$ cat config.mk
export PLATFORM = sky130hd
export DESIGN_NAME = ntt_cmd_sequencer
export DESIGN_NICKNAME = d
export VERILOG_FILES = /design/src/rtl/ntt_cmd_sequencer_pkg.sv /design/src/rtl/ntt_cmd_prog_ram.sv /design/src/rtl/ntt_cmd_sequencer.sv
export SDC_FILE = /design/constraint.sdc
export NUM_CORES = 1
export LEC_CHECK = 0
export CORE_ASPECT_RATIO = 1.75
export CORE_MARGIN = 2
export CORE_UTILIZATION = 45
export DETAILED_ROUTE_END_ITERATION = 8
export PLACE_DENSITY_LB_ADDON = 0.3
export SETUP_SLACK_MARGIN = 0.4
export SYNTH_ARGS = -nofsm -noshare
export SYNTH_HDL_FRONTEND = slang
export SYNTH_SLANG_ARGS = --single-unit
$ cat constraint.sdc
create_clock -name clk -period 4.65 [get_ports clk]
set_input_delay 0.6975 -clock clk [delete_from_list [all_inputs] [get_ports clk]]
set_output_delay 0.6975 -clock clk [all_outputs]
set_load 0.02 [all_outputs]
$ cat src/rtl/ntt_cmd_sequencer_pkg.sv
// Shared definitions for the ComputeCore command sequencer.
//   - seq_state_t : sequencer FSM states
//   - CMD_W       : ComputeCore command width
//   - INS_LSB/MSB : position of the INS (opcode) field inside a command
//   - OP_*        : ComputeCore opcode values
package ntt_cmd_sequencer_pkg;

  localparam int CMD_W   = 35;
  localparam int INS_LSB = 0;
  localparam int INS_MSB = 4;

  localparam logic [4:0] OP_NOP     = 5'd0;
  localparam logic [4:0] OP_TRNG    = 5'd18;
  localparam logic [4:0] OP_AES_ENC = 5'd19;
  localparam logic [4:0] OP_AES_DEC = 5'd20;
  localparam logic [4:0] OP_PADD    = 5'd22;
  localparam logic [4:0] OP_PSUB    = 5'd23;
  localparam logic [4:0] OP_PMUL    = 5'd24;

  typedef enum logic [3:0] {
    IDLE    = 4'd0,
    FETCH   = 4'd1,
    LOAD    = 4'd2,
    ISSUE   = 4'd3,
    WAIT    = 4'd4,
    RELEASE = 4'd5,
    SETTLE  = 4'd6,
    ADVANCE = 4'd7,
    DONE    = 4'd8
  } seq_state_t;

endpackage

$ cat src/rtl/ntt_cmd_prog_ram.sv
// Program store for the command sequencer: DEPTH x WIDTH simple dual-port RAM.
//   clk   : clock
//   we    : write strobe
//   waddr : write address
//   wdata : write data
//   raddr : read address
//   rdata : read data, registered (one cycle after raddr)
// A read and a write to the same address in one cycle return the old word.
// Contents are deliberately not reset.
module ntt_cmd_prog_ram
  import ntt_cmd_sequencer_pkg::*;
#(
  parameter int DEPTH  = 32,
  parameter int ADDR_W = 5,
  parameter int WIDTH  = 36
) (
  input  logic              clk,
  input  logic              we,
  input  logic [ADDR_W-1:0] waddr,
  input  logic [WIDTH-1:0]  wdata,
  input  logic [ADDR_W-1:0] raddr,
  output logic [WIDTH-1:0]  rdata
);

  logic [WIDTH-1:0] mem [DEPTH];

  always_ff @(posedge clk) begin
    if (we) begin
      mem[waddr] <= wdata;
    end
    rdata <= mem[raddr];
  end

endmodule

$ cat src/rtl/ntt_cmd_sequencer.sv
// Upstream command issuer for ComputeCore. The host preloads a program of
// (CMD_W+1)-bit words (bit CMD_W = AUX flag); on start each word is issued on
// the command port, the sequencer waits for completion, then writes an idle
// command (INS=0) to hold the unit in reset before moving on.
//
// Ports:
//   clk, rst              : clock, synchronous active-high reset
//   prog_we/addr/data     : program RAM write port (ignored while busy)
//   prog_len              : words to run (0..DEPTH), sampled on start
//   start                 : start pulse (ignored while busy)
//   command_out           : command to ComputeCore command_in (registered)
//   command_we0/we1       : main / auxiliary command register write strobes
//   done_ins_computation  : ComputeCore completion level (sampled directly)
//   busy, done            : run in progress / one-cycle end-of-program pulse
//   timeout_err           : sticky watchdog error, cleared by an accepted start
//   pc                    : index of the word in flight
//   state_dbg             : current FSM state (seq_state_t encoding)
//
// Command port handshake: a command is transferred on every cycle where
// command_we0 or command_we1 is high (one cycle each, never both); for a
// non-AUX, non-NOP command the unit signals completion by holding
// done_ins_computation high, which is consumed only in WAIT, and must drop
// once the idle command (command_out=0 with command_we0) has been written.
module ntt_cmd_sequencer #(
  parameter int DEPTH     = 32,
  parameter int ADDR_W    = 5,
  parameter int CMD_W     = 35,
  parameter int TIMEOUT_W = 20
) (
  input  logic              clk,
  input  logic              rst,
  input  logic              prog_we,
  input  logic [ADDR_W-1:0] prog_addr,
  input  logic [CMD_W:0]    prog_data,
  input  logic [ADDR_W:0]   prog_len,
  input  logic              start,
  output logic [CMD_W-1:0]  command_out,
  output logic              command_we0,
  output logic              command_we1,
  input  logic              done_ins_computation,
  output logic              busy,
  output logic              done,
  output logic              timeout_err,
  output logic [ADDR_W-1:0] pc,
  output logic [3:0]        state_dbg
);
  import ntt_cmd_sequencer_pkg::*;

  localparam logic [ADDR_W-1:0] LAST_ADDR = ADDR_W'(DEPTH - 1);

  seq_state_t          state, state_next;
  logic [ADDR_W-1:0]   pc_next;
  logic [ADDR_W:0]     len_q, len_next;
  logic [CMD_W:0]      cmd_q, cmd_next;
  logic [TIMEOUT_W-1:0] wd_q, wd_next, wd_inc;
  logic                abort_q, abort_next;
  logic                terr_next;
  logic [CMD_W-1:0]    cmd_out_next;
  logic                we0_next, we1_next, busy_next, done_next;
  logic                ram_we;
  logic [CMD_W:0]      ram_rdata;

  // Writes are only accepted when no run is in progress.
  assign ram_we    = prog_we && ((state == IDLE) || (state == DONE));
  assign wd_inc    = wd_q + 1'b1;
  assign state_dbg = state;

  ntt_cmd_prog_ram #(
    .DEPTH (DEPTH),
    .ADDR_W(ADDR_W),
    .WIDTH (CMD_W + 1)
  ) u_prog_ram (
    .clk  (clk),
    .we   (ram_we),
    .waddr(prog_addr),
    .wdata(prog_data),
    .raddr(pc),
    .rdata(ram_rdata)
  );

  always_ff @(posedge clk) begin
    if (rst) begin
      state       <= IDLE;
      pc          <= '0;
      len_q       <= '0;
      cmd_q       <= '0;
      wd_q        <= '0;
      abort_q     <= 1'b0;
      timeout_err <= 1'b0;
      command_out <= '0;
      command_we0 <= 1'b0;
      command_we1 <= 1'b0;
      busy        <= 1'b0;
      done        <= 1'b0;
    end else begin
      state       <= state_next;
      pc          <= pc_next;
      len_q       <= len_next;
      cmd_q       <= cmd_next;
      wd_q        <= wd_next;
      abort_q     <= abort_next;
      timeout_err <= terr_next;
      command_out <= cmd_out_next;
      command_we0 <= we0_next;
      command_we1 <= we1_next;
      busy        <= busy_next;
      done        <= done_next;
    end
  end

  // Outputs are registered: each *_next value is what the port shows while
  // the FSM sits in state_next.
  always_comb begin
    state_next   = state;
    pc_next      = pc;
    len_next     = len_q;
    cmd_next     = cmd_q;
    wd_next      = wd_q;
    abort_next   = abort_q;
    terr_next    = timeout_err;
    cmd_out_next = '0;
    we0_next     = 1'b0;
    we1_next     = 1'b0;

    case (state)
      IDLE: begin
        if (start) begin
          pc_next    = '0;
          len_next   = prog_len;
          terr_next  = 1'b0;
          abort_next = 1'b0;
          state_next = (prog_len == '0) ? DONE : FETCH;
        end
      end
      FETCH: state_next = LOAD;
      LOAD: begin
        // RAM data is valid now; drive the ISSUE-cycle outputs straight from it.
        cmd_next     = ram_rdata;
        wd_next      = '0;
        cmd_out_next = ram_rdata[CMD_W-1:0];
        if (ram_rdata[CMD_W]) begin
          we1_next = 1'b1;
        end else begin
          we0_next = 1'b1;
        end
        state_next = ISSUE;
      end
      ISSUE: begin
        if (cmd_q[CMD_W] || (cmd_q[INS_MSB:INS_LSB] == OP_NOP)) begin
          state_next = ADVANCE;
        end else begin
          cmd_out_next = cmd_q[CMD_W-1:0];
          state_next   = WAIT;
        end
      end
      WAIT: begin
        if (done_ins_computation) begin
          we0_next   = 1'b1;
          state_next = RELEASE;
        end else if (&wd_inc) begin
          // Watchdog expiry: release the unit and skip the rest of the program.
          terr_next  = 1'b1;
          abort_next = 1'b1;
          we0_next   = 1'b1;
          state_next = RELEASE;
        end else begin
          wd_next      = wd_inc;
          cmd_out_next = cmd_q[CMD_W-1:0];
        end
      end
      // Gives done_ins_computation a cycle to fall before the next issue.
      RELEASE: state_next = SETTLE;
      SETTLE:  state_next = ADVANCE;
      ADVANCE: begin
        if (abort_q || ({1'b0, pc} == (len_q - 1'b1)) || (pc == LAST_ADDR)) begin
          state_next = DONE;
        end else begin
          pc_next    = pc + 1'b1;
          state_next = FETCH;
        end
      end
      DONE:    state_next = IDLE;
      default: state_next = IDLE;
    endcase

    busy_next = (state_next != IDLE) && (state_next != DONE);
    done_next = (state_next == DONE);
  end

endmodule

# Word-level counts from Yosys, hierarchy flattened
# Memories as Yosys holds them, arrays and structs flattened. A register that Yosys moved wholly into a read port is not among the register bits.
# Index checks and enable logic that the tools add are counted.
[totals] latch_bits=0 memories=1 ramBits=1152 elab_cells=80 mem_bits_ro=0 register_bits=111
[op_classes] magnitude_cmp=0 shifts=0 n_bitwise=1 eq_ne=17 n_reduce_logical=19 mul=0 div_mod_pow=0 addsub=3 mux=28
[memory_table] name="u_prog_ram.mem" depth=32 word_bits=36 read_ports=1 rd_ports_with_merged_regs=1 write_ports=1 line_no="ntt_cmd_prog_ram.sv:25" source="logic [WIDTH-1:0] mem [DEPTH];"
[op_table] cell="2-to-1 mux 35 bit" count=3
[op_table] cell="case mux 35 bit (3 select lines)" count=1
[op_table] cell="2-to-1 mux 20 bit" count=2
[op_table] cell="case mux 20 bit (2 select lines)" count=1
[op_table] cell="case mux 4 bit (8 select lines)" count=1
[op_table] cell="adder 20 x 1 -> 20 bit (second input constant)" count=1
[op_table] cell="2-to-1 mux 4 bit" count=5
[op_table] cell="AND reduction 20 bit" count=1
[op_table] cell="== test 4 x 3 -> 1 bit (second input constant)" count=4
[op_table] cell="2-to-1 mux 5 bit" count=2
[op_table] cell="inequality test 2 bit (second input constant)" count=5
[op_table] cell="case mux 5 bit (2 select lines)" count=1
[op_table] cell="2-to-1 mux 1 bit" count=9
[op_table] cell="== test 4 x 2 -> 1 bit (second input constant)" count=2
[op_table] cell="== test 4 bit (second input constant)" count=2
[op_table] cell="== test 5 x 6 -> 1 bit" count=1
[op_table] cell="zero test 6 bit" count=1
[op_table] cell="AND reduction 3 bit" count=2
[op_table] cell="nonzero test 2 bit" count=3
[op_table] cell="subtractor 6 x 1 -> 6 bit (second input constant)" count=1
[op_table] cell="adder 5 x 1 -> 5 bit (second input constant)" count=1
[op_table] cell="== test 5 bit (second input constant)" count=1
[op_table] cell="zero test 5 bit" count=1
[op_table] cell="== test 4 x 1 -> 1 bit (second input constant)" count=1
[op_table] cell="11 further kinds" count=16

# Longest topological paths before layout
# Gate-level depths: netlist of run 1.
[logic_depth] ltp_word=8 depth_mapped=9 ltp_nobuf=8

# Cells and area by module
# Synthesis of run 1 repeated with hierarchy kept, for this count alone.
[hier_totals] cells_unflattened=3110 hier_area_um2=50468.4
[modules_own_cells] module="ntt_cmd_prog_ram" cells_each=2536 area_per_inst_um2=45588.7 n_inst=1
[modules_own_cells] module="ntt_cmd_sequencer" cells_each=574 area_per_inst_um2=4879.7 n_inst=1

# Least setup slack after synthesis of run 1
# No wires, ideal clock.
[synth_path] path_kind="register to register" start="register state[2] (netlist: state_dbg[2])" end="memory u_prog_ram.mem[12][0] (enable)" setup_slack_ns=1.209 setup_time_ns=0.429 path_buffers=2 synth_period_minus_slack_ns=3.441 arrival_time_ns=3.012 stages_incl_launch_ff=7 path_cell_list="dfxtp_1 clkbuf_1 nor3_1 nand2_1 or3_1 clkbuf_1 nor2_1"
[synth_via] elab_chain_cells=5 word_cells_on_any_way=6 cone_classes="1 x eq/ne; 2 x mux; 3 x reduce/logical"
[synth_rtl] item="from (decl)" line_no="ntt_cmd_sequencer.sv:51" source="seq_state_t state, state_next;"
[synth_rtl] item="from (signal assigned)" line_no="ntt_cmd_sequencer.sv:96" source="state <= state_next;"
[synth_rtl] item="== test 4 bit or zero test 4 bit (tied branches)" line_no="ntt_cmd_sequencer.sv:64" source="assign ram_we = prog_we && ((state == IDLE) || (state == DONE));"
[synth_rtl] item="logical OR 1 bit (*)" line_no="ntt_cmd_sequencer.sv:64"
[synth_rtl] item="logical AND 1 bit (*)" line_no="ntt_cmd_sequencer.sv:64"
[synth_rtl] item="2-to-1 mux 1 bit (*)" line_no="ntt_cmd_prog_ram.sv:28" source="if (we) begin"
[synth_rtl] item="2-to-1 mux 1 bit (not written as such) (*)" line_no="ntt_cmd_prog_ram.sv:29" source="mem[waddr] <= wdata;"
[synth_rtl] item="to (decl)" line_no="ntt_cmd_prog_ram.sv:25"
# Mark *: on every way between the ends. The rest lies on a longest branch, timed or not.

# Worst setup path after layout of run 1
[layout_path] start="register wd_q[1]" end="register wd_q[8]"
[layout_via] elab_chain_cells=4 word_cells_on_any_way=7 cone_classes="1 x add/sub; 1 x eq/ne; 3 x mux; 2 x reduce/logical"
[layout_rtl] item="from (decl)" line_no="ntt_cmd_sequencer.sv:55" source="logic [TIMEOUT_W-1:0] wd_q, wd_next, wd_inc;"
[layout_rtl] item="from (signal assigned)" line_no="ntt_cmd_sequencer.sv:100" source="wd_q <= wd_next;"
[layout_rtl] item="adder 20 x 1 -> 20 bit (*)" line_no="ntt_cmd_sequencer.sv:65" source="assign wd_inc = wd_q + 1'b1;"
[layout_rtl] item="AND reduction 20 bit or 2-to-1 mux 20 bit (tied branches)" line_no="ntt_cmd_sequencer.sv:160" source="end else if (&wd_inc) begin"
[layout_rtl] item="inequality test 2 bit (no line) or 2-to-1 mux 20 bit (tied branches)"
[layout_rtl] item="AND reduction 3 bit (no line) or case mux 20 bit (2 select lines) (tied branches)"
# Mark *: on every way between the ends. The rest lies on a longest branch, timed or not. The select of a mux whose other input is x is not followed.
# A chain may end at the register's enable or synchronous reset.

==> flow_metrics.env, run 1 <==
export IMPL_clk_pin_slew_ns=0.07
export IMPL_end_kind="flip-flop"
export IMPL_viasPerCell=5.82
export IMPL_synth_top_flop_cell="edfxtp_1"
export IMPL_final_max_slew_viol_count=0
export IMPL_seqCellArea_um2=37600
export IMPL_finalCritPeriodShare=0.745
export IMPL_p_sw_mw=4.58
export IMPL_reg2reg_depth=9
export IMPL_relSlewSlack=0.109
export IMPL_nFillCells=8354
export IMPL_synth_mux_area_frac=0.173
export IMPL_combPwrFrac=0.026
export IMPL_core_um2=109000
export IMPL_portBuffers=100
export IMPL_grt_overflow_total=0
export IMPL_status="finished clean"
export IMPL_cts_resized=0
export IMPL_h_tree_depth=3
export IMPL_die_height_um=442
export IMPL_route_detailed_drc=0
export IMPL_antenna_found_initial=4
export IMPL_first_pass_iters=5
export IMPL_final_nets=2565
export IMPL_synthTopCellsByArea="edfxtp_1, mux4_2, dfxtp_1, nand2_1, mux2_2"
export IMPL_worstSetupStartpoint="wd_q[1]"
export IMPL_async_flop_share=0
export IMPL_hold_start="u_prog_ram.rdata[34]"
export IMPL_ys_seq_area_frac=0.761
export IMPL_io_pins=101
export IMPL_cts_made_buffers=106
export IMPL_yosysTopAreaCell="edfxtp_1"
export IMPL_final_cells=4052
export IMPL_use_met3=0.0281
export IMPL_hold_path_class="flip-flop to flip-flop"
export IMPL_yosys_area_share_simple=0.0327
export IMPL_holdPathStages=2
export IMPL_dpl_cell_area_um2=52800
export IMPL_dpl_cell_count=3857
export IMPL_cp_data_required_time_ns=5.28
export IMPL_wl_per_cell_um=27.1
export IMPL_grt_busiest_layer="met2"
export IMPL_wl_mm=110
export IMPL_final_cell_area_um2=56400
export IMPL_synth_edf_count=1152
export IMPL_rows=160
export IMPL_clockRootBuffer="clkbuf_16"
export IMPL_cts_buffer_depth=3
export IMPL_yosysUniqueCellTypes=60
export IMPL_cellLeakagePower_nw=16.8
export IMPL_synth_seq_cells=1299
export IMPL_grt_usage=0.198
export IMPL_period_needed_ns=3.46
export IMPL_synth_top_family_by_area="multiplexers"
export IMPL_yosysWarnings=0
export IMPL_post_synth_fa_ha_maj_area_fraction=0.00127
export IMPL_initial_core_util=0.454
export IMPL_r2r_start="wd_q[1]"
export IMPL_fin_skew_ns=0.0348
export IMPL_hold_violations=0
export IMPL_path_class="flip-flop to flip-flop"
export IMPL_grt_pass1_vias=24300
export IMPL_drive_above_1_share=0.276
export IMPL_setup_viol=0
export IMPL_dp_hpwl_mm=70.2
export IMPL_grt_pass1_wl_mm=163
export IMPL_syn_avg_cell_area_um2=21.1
export IMPL_p_int_mw=18.0
export IMPL_worst_pin_slew_ns=1.33
export IMPL_grt_use_met2=0.339
export IMPL_synth_compound_area_frac=0.0179
export IMPL_hold_buffers=0
export IMPL_p_total_mw=22.6
export IMPL_cts_tree="built"
export IMPL_clkPwrFrac=0.405
export IMPL_gp_congestion=0.814
export IMPL_syn_to_final_growth_pct=14.3
export IMPL_ant_nets=0
export IMPL_drv_cap=0
export IMPL_cp_max_fo=44
export IMPL_startpoint_type="flip-flop"
export IMPL_yosysTopAreaCellShare=0.702
export IMPL_synth_nets=2390
export IMPL_crit_arrival_ns=4.10
export IMPL_vias=23600
export IMPL_synthCells=2333
export IMPL_fmax_mhz=289
export IMPL_clk_insertion_delay_late_ns=0.72
export IMPL_mappedNetlistArea_um2=49300
export IMPL_p_per_area_nw_per_um2=401
export IMPL_dieWidth_um=254
export IMPL_tns_ns=0
export IMPL_cts_setup_buffers=0
export IMPL_timing_hold_ws_ns=0.461
export IMPL_peakVddDrop_mv=0.294
export IMPL_seqPwrFrac=0.569
export IMPL_synth_xor_area_frac=0.00302
export IMPL_switching_share=0.203
export IMPL_cts_sinks=1299
export IMPL_grt_setup_unrepaired="false"
export IMPL_use_met1=0.266
export IMPL_multiInputGateArea_um2=11500
export IMPL_die_area_um2=112000
export IMPL_grt_max_degree=74
export IMPL_drt_iter0_drc=2211
layout make-up:
type                            instances  area share
Antenna cell                            1   0.0000444
Clock buffer                          122      0.0494
Clock inverter                         71      0.0133
Inverter                                7    0.000466
Multi-Input combinational cell        894       0.204
Sequential cell                      1299       0.666
Tap cell                             1458      0.0324
Timing Repair Buffer                  200      0.0344
synth_stat cells, types with 2 or more instances:
| library cell | n |
|---|---|
| nor3_1 | 14 |
| mux4_2 | 360 |
| nor4b_1 | 3 |
| ha_1 | 5 |
| a221o_1 | 8 |
| a22o_1 | 3 |
| mux2_2 | 36 |
| or4_1 | 2 |
| xor2_1 | 7 |
| a31oi_1 | 37 |
| xnor2_1 | 10 |
| o21a_1 | 5 |
| nand3_1 | 53 |
| clkbuf_1 | 103 |
| a21oi_1 | 51 |
| inv_1 | 7 |
| nand2_1 | 139 |
| o2bb2ai_1 | 3 |
| or2_2 | 4 |
| o21ai_0 | 5 |
| buf_2 | 6 |
| o211ai_1 | 3 |
| or3_1 | 5 |
| nand3b_1 | 7 |
| and4_1 | 5 |
| buf_1 | 22 |
| a211oi_1 | 3 |
| nor4_1 | 11 |
| nor2_1 | 65 |
| a2111oi_0 | 2 |
| nand4_1 | 15 |
| edfxtp_1 | 1152 |
| dfxtp_1 | 147 |
| nand2b_1 | 3 |
| a21o_1 | 2 |
| and3_1 | 6 |
worst paths after layout:
check | slack, ns | to
max | 1.19 | wd_q[8]
min | 0.46 | cmd_q[34]
max reg2reg | 1.19 | wd_q[8]
min reg2reg | 0.46 | cmd_q[34]
worst max-delay path: stages (launching register included):
cell and delay [ns]:
dfxtp_1 0.46, ha_1 0.27, nand3_1 0.28, or4_1 0.60, o32a_1 0.19, o21ai_2 0.10, nand4b_4 0.11, buf_4 0.30
a211oi_4 0.79, a221o_1 0.29
cells in the final DEF, fill, tap and decap left out, drive strengths merged, types with 8 or more instances in the layout:
master	Yosys	layout
nor3	15	15
clkinvlp	0	11
nor2	65	65
mux4	360	360
buf	29	104
mux2	36	36
inv	7	14
a221o	8	8
edfxtp	1152	1152
bufinv	0	13
nand4	16	16
clkdlybuf4s50	0	96
xnor2	10	10
a31oi	37	37
clkinv	0	40
a21oi	51	51
nand2	139	139
clkbuf	104	122
dfxtp	147	147
nor4	11	11
nand3	53	53
power groups by stage:
stage                     Sequential, mW  Clock, mW  Combinational [mW]
after CTS                           12.8       9.31               0.599
after floorplan                     13.1          0               0.214
final                               12.8       9.15               0.594
after global routing                12.8       9.73               0.644
after detailed placement            13.1          0               0.597
after global placement              13.1          0               0.572
flip-flops by register name (all words and copies together), names as in the netlist:
name	cells
command_out	35
cmd_q	36
done	1
pc	5
len_q	6
abort_q	1
command_we0	1
state_dbg	4
u_prog_ram.mem	1152
busy	1
command_we1	1
u_prog_ram.rdata	36
wd_q	20
logic make-up after synthesis:
kind of cell / count (synthesis)
AOI/OAI and AO/OA: 135
xor gates and xnor gates: 17
adders and majority gates: 5
DFF: 1299
buffers and inverters: 140
and+or+nand+nor: 341
muxes: 396
per-stage QoR:
step            util  setup slack (ns)
2_1_floorplan      -              1.21
3_3_place_gp   0.486              1.29
3_5_place_dp   0.486              1.26
4_1_cts        0.518              1.24
5_1_grt        0.518             0.939
6_report       0.518              1.19
per-layer routing:
layer,vias up,share of wire,wire length [um]
li1,10000,-,-
met1,12700,0.40,44200
met2,713,0.53,57600
met3,138,0.050,5500
met4,2,0.021,2290
met5,-,0.00012,13
Note: power is estimated with default switching activity, not from simulation.
==> inputs of run 2 (changes only) <==
==> constraint.sdc (replaced) <==
create_clock -name clk -period 3.1 [get_ports clk]
set_input_delay 0.465 -clock clk [delete_from_list [all_inputs] [get_ports clk]]
set_output_delay 0.465 -clock clk [all_outputs]
set_load 0.02 [all_outputs]
==> run 2 against run 1 <==
Effect of this change: total power increased by 51%; final area increased by 1.6%; hold slack got worse by 0.16 ns; clock-buffer cell count increased by 22; flip-flop and latch count unchanged; critical path depth decreased by 1; clock power increased by 54%; sequential share of layout area decreased by 0.99 points; fmax increased by 32%; register-to-register slack got worse by 0.71 ns; setup slack got worse by 0.71 ns; via count increased by 3.3%.
==> flow_metrics.env, run 2 (synthesis gave the netlist of run 1 again) <==
export IMPL_final_cells=4100
export IMPL_viasPerCell=5.94
export IMPL_portBuffers=100
export IMPL_antenna_found_initial=4
export IMPL_reg_top3="u_prog_ram.mem (1152), cmd_q (36), u_prog_ram.rdata (36)"
export IMPL_cp_max_fo=11
export IMPL_wl_per_cell_um=29.4
export IMPL_hold_path_class="input pin to flip-flop"
export IMPL_final_cell_mix="edfxtp_1, mux4_2, nand2_1"
export IMPL_critPathCapture="wd_q[17]"
export IMPL_p_per_area_nw_per_um2=597
export IMPL_crit_arrival_ns=3.22
export IMPL_wl_mm=121
export IMPL_nFillCells=8184
export IMPL_fmax_mhz=380
export IMPL_clk_pin_slew_ns=0.07
export IMPL_final_nets=2601
export IMPL_cts_tree="built"
export IMPL_route_detailed_drc=0
export IMPL_drt_iter0_drc=2637
export IMPL_syn_to_final_growth_pct=16.1
export IMPL_period_needed_ns=2.63
export IMPL_grt_overflow_total=0
export IMPL_multiInputGateArea_um2=11500
export IMPL_dpl_cell_count=3881
export IMPL_final_common_cell="edfxtp_1"
export IMPL_grt_usage=0.218
export IMPL_die_area_um2=112000
export IMPL_largest_reg_flops=1152
export IMPL_setup_viol=0
export IMPL_ant_nets=0
export IMPL_dp_hpwl_mm=69.4
export IMPL_cp_data_required_time_ns=3.70
export IMPL_r2r_start="wd_q[3]"
export IMPL_r2r_end="wd_q[17]"
export IMPL_initial_core_util=0.454
export IMPL_h_tree_depth=3
export IMPL_dieWidth_um=254
export IMPL_relSlewSlack=0.251
export IMPL_core_um2=109000
export IMPL_reg2reg_depth=8
export IMPL_hold_violations=0
export IMPL_path_class="flip-flop to flip-flop"
export IMPL_grt_setup_unrepaired="false"
export IMPL_cts_buffer_depth=3
export IMPL_grt_pass1_vias=25500
export IMPL_end_kind="flip-flop"
export IMPL_final_max_slew_viol_count=0
export IMPL_gp_congestion=0.833
export IMPL_cellLeakagePower_nw=17.2
export IMPL_hold_buffers=0
export IMPL_fin_skew_ns=0.0174
export IMPL_drive_above_1_share=0.288
export IMPL_largest_register="u_prog_ram.mem"
export IMPL_io_pins=101
export IMPL_peakVddDrop_mv=0.397
export IMPL_clk_insertion_delay_late_ns=0.72
export IMPL_cts_sinks=1299
export IMPL_startpoint_type="flip-flop"
export IMPL_finalCritPeriodShare=0.848
export IMPL_r2r_slack_ns=0.47
export IMPL_grt_max_degree=64
export IMPL_cts_made_buffers=110
export IMPL_first_pass_iters=6
export IMPL_vias=24400
export IMPL_clockRootBuffer="clkbuf_16"
export IMPL_die_height_um=442
export IMPL_worstSetupStartpoint="wd_q[3]"
export IMPL_status="finished clean"
export IMPL_seqCellArea_um2=37600
export IMPL_drv_cap=0
export IMPL_rows=160
export IMPL_tns_ns=0
export IMPL_grt_pass1_wl_mm=175
export IMPL_worst_pin_slew_ns=1.12
==> run 2: worst min path at each step <==
stage,from,to,slack [ns],depth (start not counted)
2_1_floorplan,u_prog_ram.rdata[10],cmd_q[10],0.44,2
3_3_place_gp,u_prog_ram.rdata[30],cmd_q[30],0.45,2
3_5_place_dp,u_prog_ram.rdata[3],cmd_q[3],0.46,2
4_1_cts,rst,cmd_q[15],0.25,2
5_1_grt,rst,cmd_q[5],0.30,2
6_report,rst,cmd_q[15],0.30,2
==> run 2: what timing repair did <==
| action | CTS | global route |
|---|---|---|
| gates resized for setup | 6 | 23 |
| buffers inserted | 4 | 5 |
| pin swaps | 1 | 1 |
| hold endpoints to repair | 0 | 0 |
| endpoints found under the setup margin | 19 | 30 |
==> run 2: final cells by class <==
cell class / count / share of cell area
clock inverters: 65 / 0.0116
repair buffers: 232 / 0.0461
flip-flops and latches: 1299 / 0.656
inverters: 7 / 0.000459
well taps: 1458 / 0.0319
diodes: 1 / 0.0000437
clock buffers: 144 / 0.0521
multi-input cells: 894 / 0.201
==> run 2: power by group <==
group | leakage (nW) | total, mW | internal (mW) | switching, mW
registers | 11.6 | 19.3 | 19.2 | 0.0757
clock network | 1.78 | 14.1 | 7.88 | 6.17
logic | 3.81 | 0.873 | 0.262 | 0.611
==> run 2: worst max-delay path, cell delays in order, from the launching register on <==
cell and delay [ns]:
dfxtp_2 0.44, nand4_4 0.17, or4_4 0.57, o32a_1 0.36, o21ai_2 0.10, and4b_2 0.32
buf_6 0.18, nor4_1 0.07, a221o_1 0.31
==> run 2: metal layers <==
| layer | share of wire | track usage |
|---|---|---|
| met2 | 0.55 | 0.394 |
| met3 | 0.056 | 0.0307 |
| met5 | 0.00019 | 0 |
| met1 | 0.37 | 0.269 |
| met4 | 0.026 | 0.0658 |
==> run 2: metrics by stage <==
stage / hold WS [ns] / util / worst slack [ns] / area [um2] / power [mW]
final: 0.305 / 0.526 / 0.470 / 57200 / 34.2
after global routing: 0.304 / 0.526 / 0.408 / 57200 / 35.1
after CTS: 0.255 / 0.525 / 0.258 / 57100 / 34.4
after detailed placement: 0.458 / 0.491 / 0.138 / 53400 / 20.5
after global placement: 0.450 / 0.491 / 0.231 / 53400 / 20.5
after floorplan: 0.439 / - / -0.113 / 49300 / 20.0
